--- src/rtl/load_store_unit_pkg.sv ---
// Shared encodings, widths and the sub-word store lane merge helper for the load/store unit.
package load_store_unit_pkg;

  localparam int unsigned DATA_W      = 32;
  localparam int unsigned FAULT_CNT_W = 8;

  typedef enum logic [1:0] {
    SIZE_BYTE = 2'b00,
    SIZE_HALF = 2'b01,
    SIZE_WORD = 2'b10,
    SIZE_BAD  = 2'b11
  } size_e;

  typedef enum logic {
    IDLE  = 1'b0,
    MERGE = 1'b1
  } state_e;

  // Replace the addressed byte/halfword lane of a read word with right-justified store data.
  function automatic logic [DATA_W-1:0] merge_lanes(input logic [DATA_W-1:0] rd,
                                                    input logic [DATA_W-1:0] wdata,
                                                    input size_e             size,
                                                    input logic [1:0]        off);
    logic [DATA_W-1:0] r;
    r = rd;
    if (size == SIZE_BYTE)
      r[{off, 3'b000} +: 8] = wdata[7:0];
    else if (size == SIZE_HALF)
      r[{off[1], 4'b0000} +: 16] = wdata[15:0];
    return r;
  endfunction

endpackage

--- src/rtl/load_store_unit_if.sv ---
// Core request/response and data-memory signals of the load/store unit.
interface load_store_unit_if;
  import load_store_unit_pkg::*;

  logic                   req_valid;
  logic                   req_we;
  logic [1:0]             req_size;
  logic                   req_unsigned;
  logic [31:0]            req_addr;
  logic [DATA_W-1:0]      req_wdata;
  logic [DATA_W-1:0]      load_data;
  logic                   stall;
  logic                   fault;
  logic [FAULT_CNT_W-1:0] fault_count;
  logic                   mem_WE;
  logic [31:0]            mem_A;
  logic [DATA_W-1:0]      mem_WD;
  logic [DATA_W-1:0]      mem_RD;

  modport master (
    output req_valid, req_we, req_size, req_unsigned, req_addr, req_wdata, mem_RD,
    input  load_data, stall, fault, fault_count, mem_WE, mem_A, mem_WD
  );

  modport slave (
    input  req_valid, req_we, req_size, req_unsigned, req_addr, req_wdata, mem_RD,
    output load_data, stall, fault, fault_count, mem_WE, mem_A, mem_WD
  );
endinterface

--- src/rtl/load_store_unit_load_extend.sv ---
// Load lane select plus sign/zero extension from a raw memory word.
module load_extend
  import load_store_unit_pkg::*;
(
  input  logic [DATA_W-1:0] rd,
  input  size_e             size,
  input  logic [1:0]        off,
  input  logic              is_unsigned,
  output logic [DATA_W-1:0] data
);

  logic [7:0]  byte_lane;
  logic [15:0] half_lane;

  assign byte_lane = rd[{off, 3'b000} +: 8];
  assign half_lane = rd[{off[1], 4'b0000} +: 16];

  always_comb begin
    data = rd;
    case (size)
      SIZE_BYTE: data = is_unsigned ? {24'd0, byte_lane} : {{24{byte_lane[7]}}, byte_lane};
      SIZE_HALF: data = is_unsigned ? {16'd0, half_lane} : {{16{half_lane[15]}}, half_lane};
      default:   data = rd;
    endcase
  end

endmodule

--- src/rtl/load_store_unit.sv ---
// Byte-addressed load/store front end for a word-indexed data memory, with sub-word
// read-modify-write stores and a sticky fault flag plus saturating fault counter.
module load_store_unit
  import load_store_unit_pkg::*;
#(
  parameter int unsigned MEM_DEPTH = 100
) (
  input  logic              Load_Store_Unit_CLK,
  input  logic              Load_Store_Unit_RST,
  load_store_unit_if.slave  bus
);

  state_e                 state, next_state;
  logic [DATA_W-1:0]      merged;
  logic                   fault_q;
  logic [FAULT_CNT_W-1:0] fault_cnt;

  size_e             size;
  logic [1:0]        off;
  logic              misaligned_c;
  logic              out_of_range_c;
  logic              bad_c;
  logic              sub_word_c;
  logic [DATA_W-1:0] ext_data;
  logic              stall_c;
  logic              mem_we_c;
  logic [DATA_W-1:0] mem_wd_c;
  logic [DATA_W-1:0] load_data_c;

  assign size           = size_e'(bus.req_size);
  assign off            = bus.req_addr[1:0];
  assign misaligned_c   = ((size == SIZE_HALF) && off[0]) ||
                          ((size == SIZE_WORD) && (off != 2'b00));
  assign out_of_range_c = bus.req_addr[31:2] >= 30'(MEM_DEPTH);
  // Faults are only judged in IDLE; the held request in MERGE is never re-evaluated.
  assign bad_c          = (state == IDLE) && bus.req_valid &&
                          ((size == SIZE_BAD) || misaligned_c || out_of_range_c);
  assign sub_word_c     = (size == SIZE_BYTE) || (size == SIZE_HALF);

  load_extend u_load_extend (
    .rd          (bus.mem_RD),
    .size        (size),
    .off         (off),
    .is_unsigned (bus.req_unsigned),
    .data        (ext_data)
  );

  always_comb begin
    next_state  = state;
    stall_c     = 1'b0;
    mem_we_c    = 1'b0;
    mem_wd_c    = bus.req_wdata;
    load_data_c = '0;
    if (state == MERGE) begin
      mem_we_c   = 1'b1;
      mem_wd_c   = merged;
      next_state = IDLE;
    end else if (bus.req_valid && !bad_c) begin
      if (!bus.req_we) begin
        load_data_c = ext_data;
      end else if (sub_word_c) begin
        stall_c    = 1'b1;
        next_state = MERGE;
      end else begin
        mem_we_c = 1'b1;
      end
    end
  end

  always_ff @(posedge Load_Store_Unit_CLK or negedge Load_Store_Unit_RST) begin
    if (!Load_Store_Unit_RST) begin
      state     <= IDLE;
      merged    <= '0;
      fault_q   <= 1'b0;
      fault_cnt <= '0;
    end else begin
      state <= next_state;
      if (stall_c)
        merged <= merge_lanes(bus.mem_RD, bus.req_wdata, size, off);
      if (bad_c) begin
        fault_q <= 1'b1;
        if (fault_cnt != {FAULT_CNT_W{1'b1}})
          fault_cnt <= fault_cnt + FAULT_CNT_W'(1);
      end
    end
  end

  assign bus.load_data   = load_data_c;
  assign bus.stall       = stall_c;
  assign bus.mem_WE      = mem_we_c;
  assign bus.mem_WD      = mem_wd_c;
  assign bus.mem_A       = {2'b00, bus.req_addr[31:2]};
  assign bus.fault       = fault_q;
  assign bus.fault_count = fault_cnt;

endmodule
--- src/flat_wrapper.sv ---
// flat-port wrapper written by rule: the top's interface ports become plain ports
module load_store_unit_flat import load_store_unit_pkg::*;
#(
  parameter int unsigned MEM_DEPTH = 100
)
  (Load_Store_Unit_CLK, Load_Store_Unit_RST, bus_req_valid, bus_req_we, bus_req_size, bus_req_unsigned, bus_req_addr, bus_req_wdata, bus_mem_RD, bus_load_data, bus_stall, bus_fault, bus_fault_count, bus_mem_WE, bus_mem_A, bus_mem_WD);
  load_store_unit_if bus_i ();
  input  logic Load_Store_Unit_CLK;
  input  logic Load_Store_Unit_RST;
  input wire logic [$bits(bus_i.req_valid)-1:0] bus_req_valid;
  input wire logic [$bits(bus_i.req_we)-1:0] bus_req_we;
  input wire logic [$bits(bus_i.req_size)-1:0] bus_req_size;
  input wire logic [$bits(bus_i.req_unsigned)-1:0] bus_req_unsigned;
  input wire logic [$bits(bus_i.req_addr)-1:0] bus_req_addr;
  input wire logic [$bits(bus_i.req_wdata)-1:0] bus_req_wdata;
  input wire logic [$bits(bus_i.mem_RD)-1:0] bus_mem_RD;
  output wire logic [$bits(bus_i.load_data)-1:0] bus_load_data;
  output wire logic [$bits(bus_i.stall)-1:0] bus_stall;
  output wire logic [$bits(bus_i.fault)-1:0] bus_fault;
  output wire logic [$bits(bus_i.fault_count)-1:0] bus_fault_count;
  output wire logic [$bits(bus_i.mem_WE)-1:0] bus_mem_WE;
  output wire logic [$bits(bus_i.mem_A)-1:0] bus_mem_A;
  output wire logic [$bits(bus_i.mem_WD)-1:0] bus_mem_WD;
  assign bus_i.req_valid = bus_req_valid;
  assign bus_i.req_we = bus_req_we;
  assign bus_i.req_size = bus_req_size;
  assign bus_i.req_unsigned = bus_req_unsigned;
  assign bus_i.req_addr = bus_req_addr;
  assign bus_i.req_wdata = bus_req_wdata;
  assign bus_i.mem_RD = bus_mem_RD;
  assign bus_load_data = bus_i.load_data;
  assign bus_stall = bus_i.stall;
  assign bus_fault = bus_i.fault;
  assign bus_fault_count = bus_i.fault_count;
  assign bus_mem_WE = bus_i.mem_WE;
  assign bus_mem_A = bus_i.mem_A;
  assign bus_mem_WD = bus_i.mem_WD;
  load_store_unit #(.MEM_DEPTH(MEM_DEPTH)) u_core (.Load_Store_Unit_CLK(Load_Store_Unit_CLK), .Load_Store_Unit_RST(Load_Store_Unit_RST), .bus(bus_i));
endmodule
--- config.mk ---
export PLATFORM = sky130hd
export DESIGN_NAME = load_store_unit_flat
export DESIGN_NICKNAME = d
export VERILOG_FILES = /design/src/rtl/load_store_unit_pkg.sv /design/src/rtl/load_store_unit_if.sv /design/src/rtl/load_store_unit_load_extend.sv /design/src/rtl/load_store_unit.sv /design/src/flat_wrapper.sv
export SDC_FILE = /design/constraint.sdc
export NUM_CORES = 1
export LEC_CHECK = 0
export BUFFER_PORTS_ARGS = -buffer_cell sky130_fd_sc_hd__buf_4
export CAP_MARGIN = 15
export CORE_MARGIN = 2
export CORE_UTILIZATION = 45
export DETAILED_ROUTE_END_ITERATION = 12
export GPL_ROUTABILITY_DRIVEN = 0
export PLACE_DENSITY = 0.88
export SYNTH_ARGS = -nofsm -noshare
export SYNTH_HDL_FRONTEND = slang
export SYNTH_HIERARCHICAL = 1
export SYNTH_SLANG_ARGS = --single-unit
--- constraint.sdc ---
create_clock -name Load_Store_Unit_CLK -period 5.7 [get_ports Load_Store_Unit_CLK]
set_input_delay 0.285 -clock Load_Store_Unit_CLK [delete_from_list [all_inputs] [get_ports Load_Store_Unit_CLK]]
set_output_delay 0.285 -clock Load_Store_Unit_CLK [all_outputs]
set_load 0.05 [all_outputs]
---- Yosys cells after proc, flatten, opt, wreduce, memory -nomap -nowiden ----
Cells that the tools add are included.
Widths: inputs -> output; s select.
word-level totals
  input bits .............................. 103
  logic and storage cells ................. 51
  flip-flop bits (word level) ............. 42
  output and inout port bits .............. 107
cells by class
  add/sub/neg operators ................... 3
  magnitude comparators ................... 1
  multiplexer cells ....................... 19
  reductions and logical operators ........ 13
  equality and inequality tests ........... 4
  shifts and indexed selects .............. 6
  bitwise operators ....................... 1
operator list
  kind                     count
  $mux 32                  8
  $bwmux 32                2
  $pmux 32 s2              1
  $shift 16x7->32 const A  1
  $shift 8x7->32 const A   1
  $shiftx 16x7->32         1
  $shiftx 32x6->16         1
  $shiftx 32x6->8          1
  $shiftx 8x7->32          1
  $ge 30x7->1 const B      1
  $neg 5->7                2
  $add 8x1->8 const B      1
  $mux 1                   8
  $ne 8x8->1 const B       1
  $logic_and 1x1->1        5
  $eq 2x2->1 const B       2
  $logic_or 1x1->1         4
  $eq 2x1->1 const B       1
  $logic_not 2->1          1
  $reduce_and 2->1         1
  $reduce_bool 2->1        1
  $logic_not 1->1          1
  $not 1->1                1

---- Longest topological paths before layout ----
  depth after elaboration ................. 10
  gate-level depth with buffers ........... 9
  mapped depth without buffers ............ 7

---- Hierarchy ----
Netlist, hierarchy kept.
modules (own cells, without submodules)
  module           cells each  times used  sequential area each (µm²)  area an instance (µm²)
  load_store_unit  356         1           1051.0                      3362.0
  load_extend      117         1           0.0                         714.4

---- Least setup slack after synthesis ----
Ideal clock, no wire load.
  path type ............................... in2out
  start ................................... input bus_req_addr[1]
  end ..................................... output bus_mem_WE
  path buffers ............................ 3
  data required time ...................... 5.415 ns
  path slack .............................. 3.009 ns
  arrival ................................. 2.406 ns
  stages .................................. 8
  cells stage by stage .................... buf_2 -> clkinv_1 -> clkbuf_1 -> ha_1 -> o2111a_1 -> nand3b_1 -> buf_2 -> o21bai_1
between the ends
  cells in the longest elaborated chain, start to end .. 10
RTL lines
  item                           line                   RTL
  start, declared                flat_wrapper.sv:14     input wire logic [$bits(bus_i.req_addr)-1:0] bus_req_addr;
  $reduce_bool 2->1              load_store_unit.sv:33  ((size == SIZE_WORD) && (off != 2'b00));
  $logic_and 1x1->1              load_store_unit.sv:33
  $logic_or 1x1->1               load_store_unit.sv:32  assign misaligned_c = ((size == SIZE_HALF) && off[0]) ||
  $logic_or 1x1->1 (2 in a row)  load_store_unit.sv:37  ((size == SIZE_BAD) || misaligned_c || out_of_range_c);
  $logic_and 1x1->1              load_store_unit.sv:36  assign bad_c = (state == IDLE) && bus.req_valid &&
  $logic_not 1->1                load_store_unit.sv:58  end else if (bus.req_valid && !bad_c) begin
  $logic_and 1x1->1              load_store_unit.sv:58
  $mux 1                         load_store_unit.sv:58
  $mux 1                         load_store_unit.sv:54  if (state == MERGE) begin
  end, declared                  flat_wrapper.sv:21     output wire logic [$bits(bus_i.mem_WE)-1:0] bus_mem_WE;
Every way passes these cells.

---- Worst setup path in the final report ----
  start ................................... input bus_req_addr[1]
  end ..................................... output bus_load_data[14]
between the ends
  cells in the longest elaborated chain, start to end .. 10
  elaborated cells between the ends (all ways) .. 16
  those cells by class .................... shift (2); mux (6); reduce/logical (8)
RTL lines
  item                                                      line                   RTL
  branches (longest 8 deep; another with $shiftx 32x6->16)  -
  $mux 32 (*)                                               load_store_unit.sv:58
  $mux 32 (*)                                               load_store_unit.sv:54
  end, declared                                             flat_wrapper.sv:17     output wire logic [$bits(bus_i.load_data)-1:0] bus_load_data;
Mark *: on every way between the ends.

==> flow_metrics.env <==
export IMPL_grt_start_max_net_pins=52
export IMPL_cap_viol_max_count=0
export IMPL_setup_ws_ps=2380
export IMPL_final_cell_area_um2=5440
export IMPL_synth_edf_count=0
export IMPL_crit_path_max_fanout=36
export IMPL_drt_iter0_drc=440
export IMPL_cts_buffers_inserted=5
export IMPL_final_cell_mix="buf_4, nand2_1, mux2_2"
export IMPL_ios=210
export IMPL_clkPwrFrac_pct=20.9
export IMPL_root_buffer="clkbuf_8"
export IMPL_yosysTopAreaCellShare_pct=25.8
export IMPL_period_share_pct=58.2
export IMPL_grt_pass1_vias=3916
export IMPL_start_kind="primary input"
export IMPL_post_cts_resized=0
export IMPL_dp_hpwl_mm=10.2
export IMPL_core_area_um2=8760
export IMPL_timing_rr_start="u_core/state$_DFF_PN0_"
export IMPL_fp_dieW_um=99.2
export IMPL_power_density_nw_per_um2=205
export IMPL_final_nets=732
export IMPL_track_usage_pct=25.0
export IMPL_clk_latency_ps=300
export IMPL_drv_slew=0
export IMPL_drtAntennaViolNets=0
export IMPL_power_internal_w=0.000646
export IMPL_worstPathArrival_ps=3030
export IMPL_drc_errors=0
export IMPL_synth_fa_ha_area_share_pct=1.84
export IMPL_synth_top_cells_by_area="dfrtp_1, mux2_2, buf_4"
export IMPL_postSynthAreaPerCell_um2=8.62
export IMPL_clock_path_buffers=2
export IMPL_tightest_slew_ps=854
export IMPL_slew_headroom_pct=43.1
export IMPL_min_from="bus_mem_RD[3]"
export IMPL_endpoint_kind="output port"
export IMPL_io_buffers=203
export IMPL_fillers=706
export IMPL_synth_compound_area_share_pct=19.6
export IMPL_antenna_found_initial=0
export IMPL_area_delta_synth_final_pct=33.5
export IMPL_crit_type="in2out"
export IMPL_wl_per_cell_um=17.9
export IMPL_vdd_drop_max_v=0.000288
export IMPL_setup_viol=0
export IMPL_crit_required_ps=5410
export IMPL_pre_cts_ws_ps=2450
export IMPL_synth_simple_area_share_pct=18.5
export IMPL_ys_types=48
export IMPL_synth_top_family_by_area="multiplexers"
export IMPL_grt_pass1_wl_mm=19.5
export IMPL_postSynth_asyncResetShare_pct=100
export IMPL_max_freq_mhz=301
export IMPL_syn_instance_count=473
export IMPL_final_common_cell="buf_4"
export IMPL_die_h_um=99.2
export IMPL_synth_warnings=6
export IMPL_synth_area_leader_cell="dfrtp_1"
export IMPL_totalWireLength_mm=13.1
export IMPL_rows=34
export IMPL_grt_overflow=0
export IMPL_muxShareOfSynthArea_pct=21.0
export IMPL_ys_seq_area_share_pct=25.8
export IMPL_p_sw_w=0.000469
export IMPL_initial_core_util_pct=46.5
export IMPL_setup_tns_final_ps=0
export IMPL_clk_pin_slew_ps=80
export IMPL_synth_flop_cell="dfrtp_1"
export IMPL_antenna_cells=0
export IMPL_hold_viol_final=0
export IMPL_power_leakage_nw=2.63
export IMPL_syn_area_um2=4080
export IMPL_die_area_um2=9840
export IMPL_startpoint="bus_req_addr[1]"
export IMPL_clock_skew_final_ps=8.28
export IMPL_comb_power_share_pct=46.9
export IMPL_cts_tree="yes"
export IMPL_synthXorXnorAreaFrac_pct=0.645
export IMPL_vias=4223
export IMPL_ys_seq_elements=42
export IMPL_drive_above_1_share_pct=43.6
export IMPL_drt_pass1_iterations=7
export IMPL_power_share_switching_pct=42.1
export IMPL_seqPwrFrac_pct=32.2
export IMPL_dpl_cell_area_um2=5330
export IMPL_fin_crit_ps=3320
export IMPL_status="completed"
export IMPL_routed_via_density=5.77
export IMPL_holdCritPathClass="in2reg"
export IMPL_h_tree_depth=2
export IMPL_rsz0062_at_grt="no"
export IMPL_cts_sinks=42
export IMPL_fin_util_pct=62.1
## path summary, 6_finish.rpt
kind,end,slack [ps],cells after the start
max,bus_load_data[14],2380,8
min,u_core/merged[3]$_DFFE_PN0P_,360,3
max reg2reg,u_core/merged[16]$_DFFE_PN0P_,3520,5
min reg2reg,u_core/bus.fault$_DFFE_PN0P_,490,1
max in group asynchronous,u_core/state$_DFF_PN0_,4820,2
min in group asynchronous,u_core/merged[0]$_DFFE_PN0P_,500,2
## area by class of cell
cell class,instances,area [µm²],share of cell area (%)
Clock inverter,1,30.0,0.552
Multi-Input combinational cell,346,2520,46.3
Inverter,22,82.6,1.52
Sequential cell,42,1050,19.3
Clock buffer,7,76.3,1.40
Timing Repair Buffer,206,1550,28.5
Tap cell,108,135,2.48
## power groups by stage
stage	Combinational (W)	Sequential, W	Clock (W)
after floorplan	0.000256	0.000454	0
after global placement	0.000508	0.000364	0
after detailed placement	0.000518	0.000365	0
after CTS	0.000520	0.000359	0.000237
after global routing	0.000549	0.000364	0.000252
final	0.000523	0.000359	0.000234
## cell families (layout without fill, tap and decap cells)
logic type               Yosys count  in the layout
multiplexers                      78             78
AO/OA/AOI/OAI                    113            113
other                              1              2
AND/OR/NAND/NOR                  144            144
adder cells (fa/ha/maj)            6              6
flip-flops                        42             42
buffers and inverters             86            236
XOR/XNOR                           3              3
## registers in the layout (all words and copies together) (netlist names)
name,flops
u_core/merged,32
u_core/bus.fault,1
u_core/bus.fault_count,8
u_core/state,1
## routing by layer
metal	track usage, %	vias to the layer above	share of wire (%)
met4	8.11	0	2.4
met2	45.2	285	51
met3	3.79	32	9.4
met5	0	-	0
li1	-	1966	-
met1	30.4	1940	37
## Yosys cell counts (14+ instances only)
cell and instances:
o21ai_0 25, a222oi_1 16, a21oi_1 24, and2_1 33, dfrtp_1 42, clkbuf_1 15, buf_4 33, mux2_1 14
inv_1 21, a22o_1 16, mux2i_1 17, mux2_2 47, nand2_1 61
## worst max-delay path, cell delays in order
cell      delay, ps
buf_4           220
clkinv_1        310
ha_1            290
o2111a_1        250
nand3b_1        390
nor3_4          830
and2_1          240
buf_4           200
## through the flow
step                total power, W  std cells  hold slack [ps]
floorplan                 0.000709        474            -10.6
global placement          0.000872        723              301
detailed placement        0.000882        723              304
CTS                        0.00112        732              349
global route               0.00117        732              357
finish                     0.00112        732              356
## timing repair
item                      CTS  global route
setup buffers               0             0
hold endpoints to repair   42             0
hold buffers                1             0
Power figures use the tool's default switching activity.
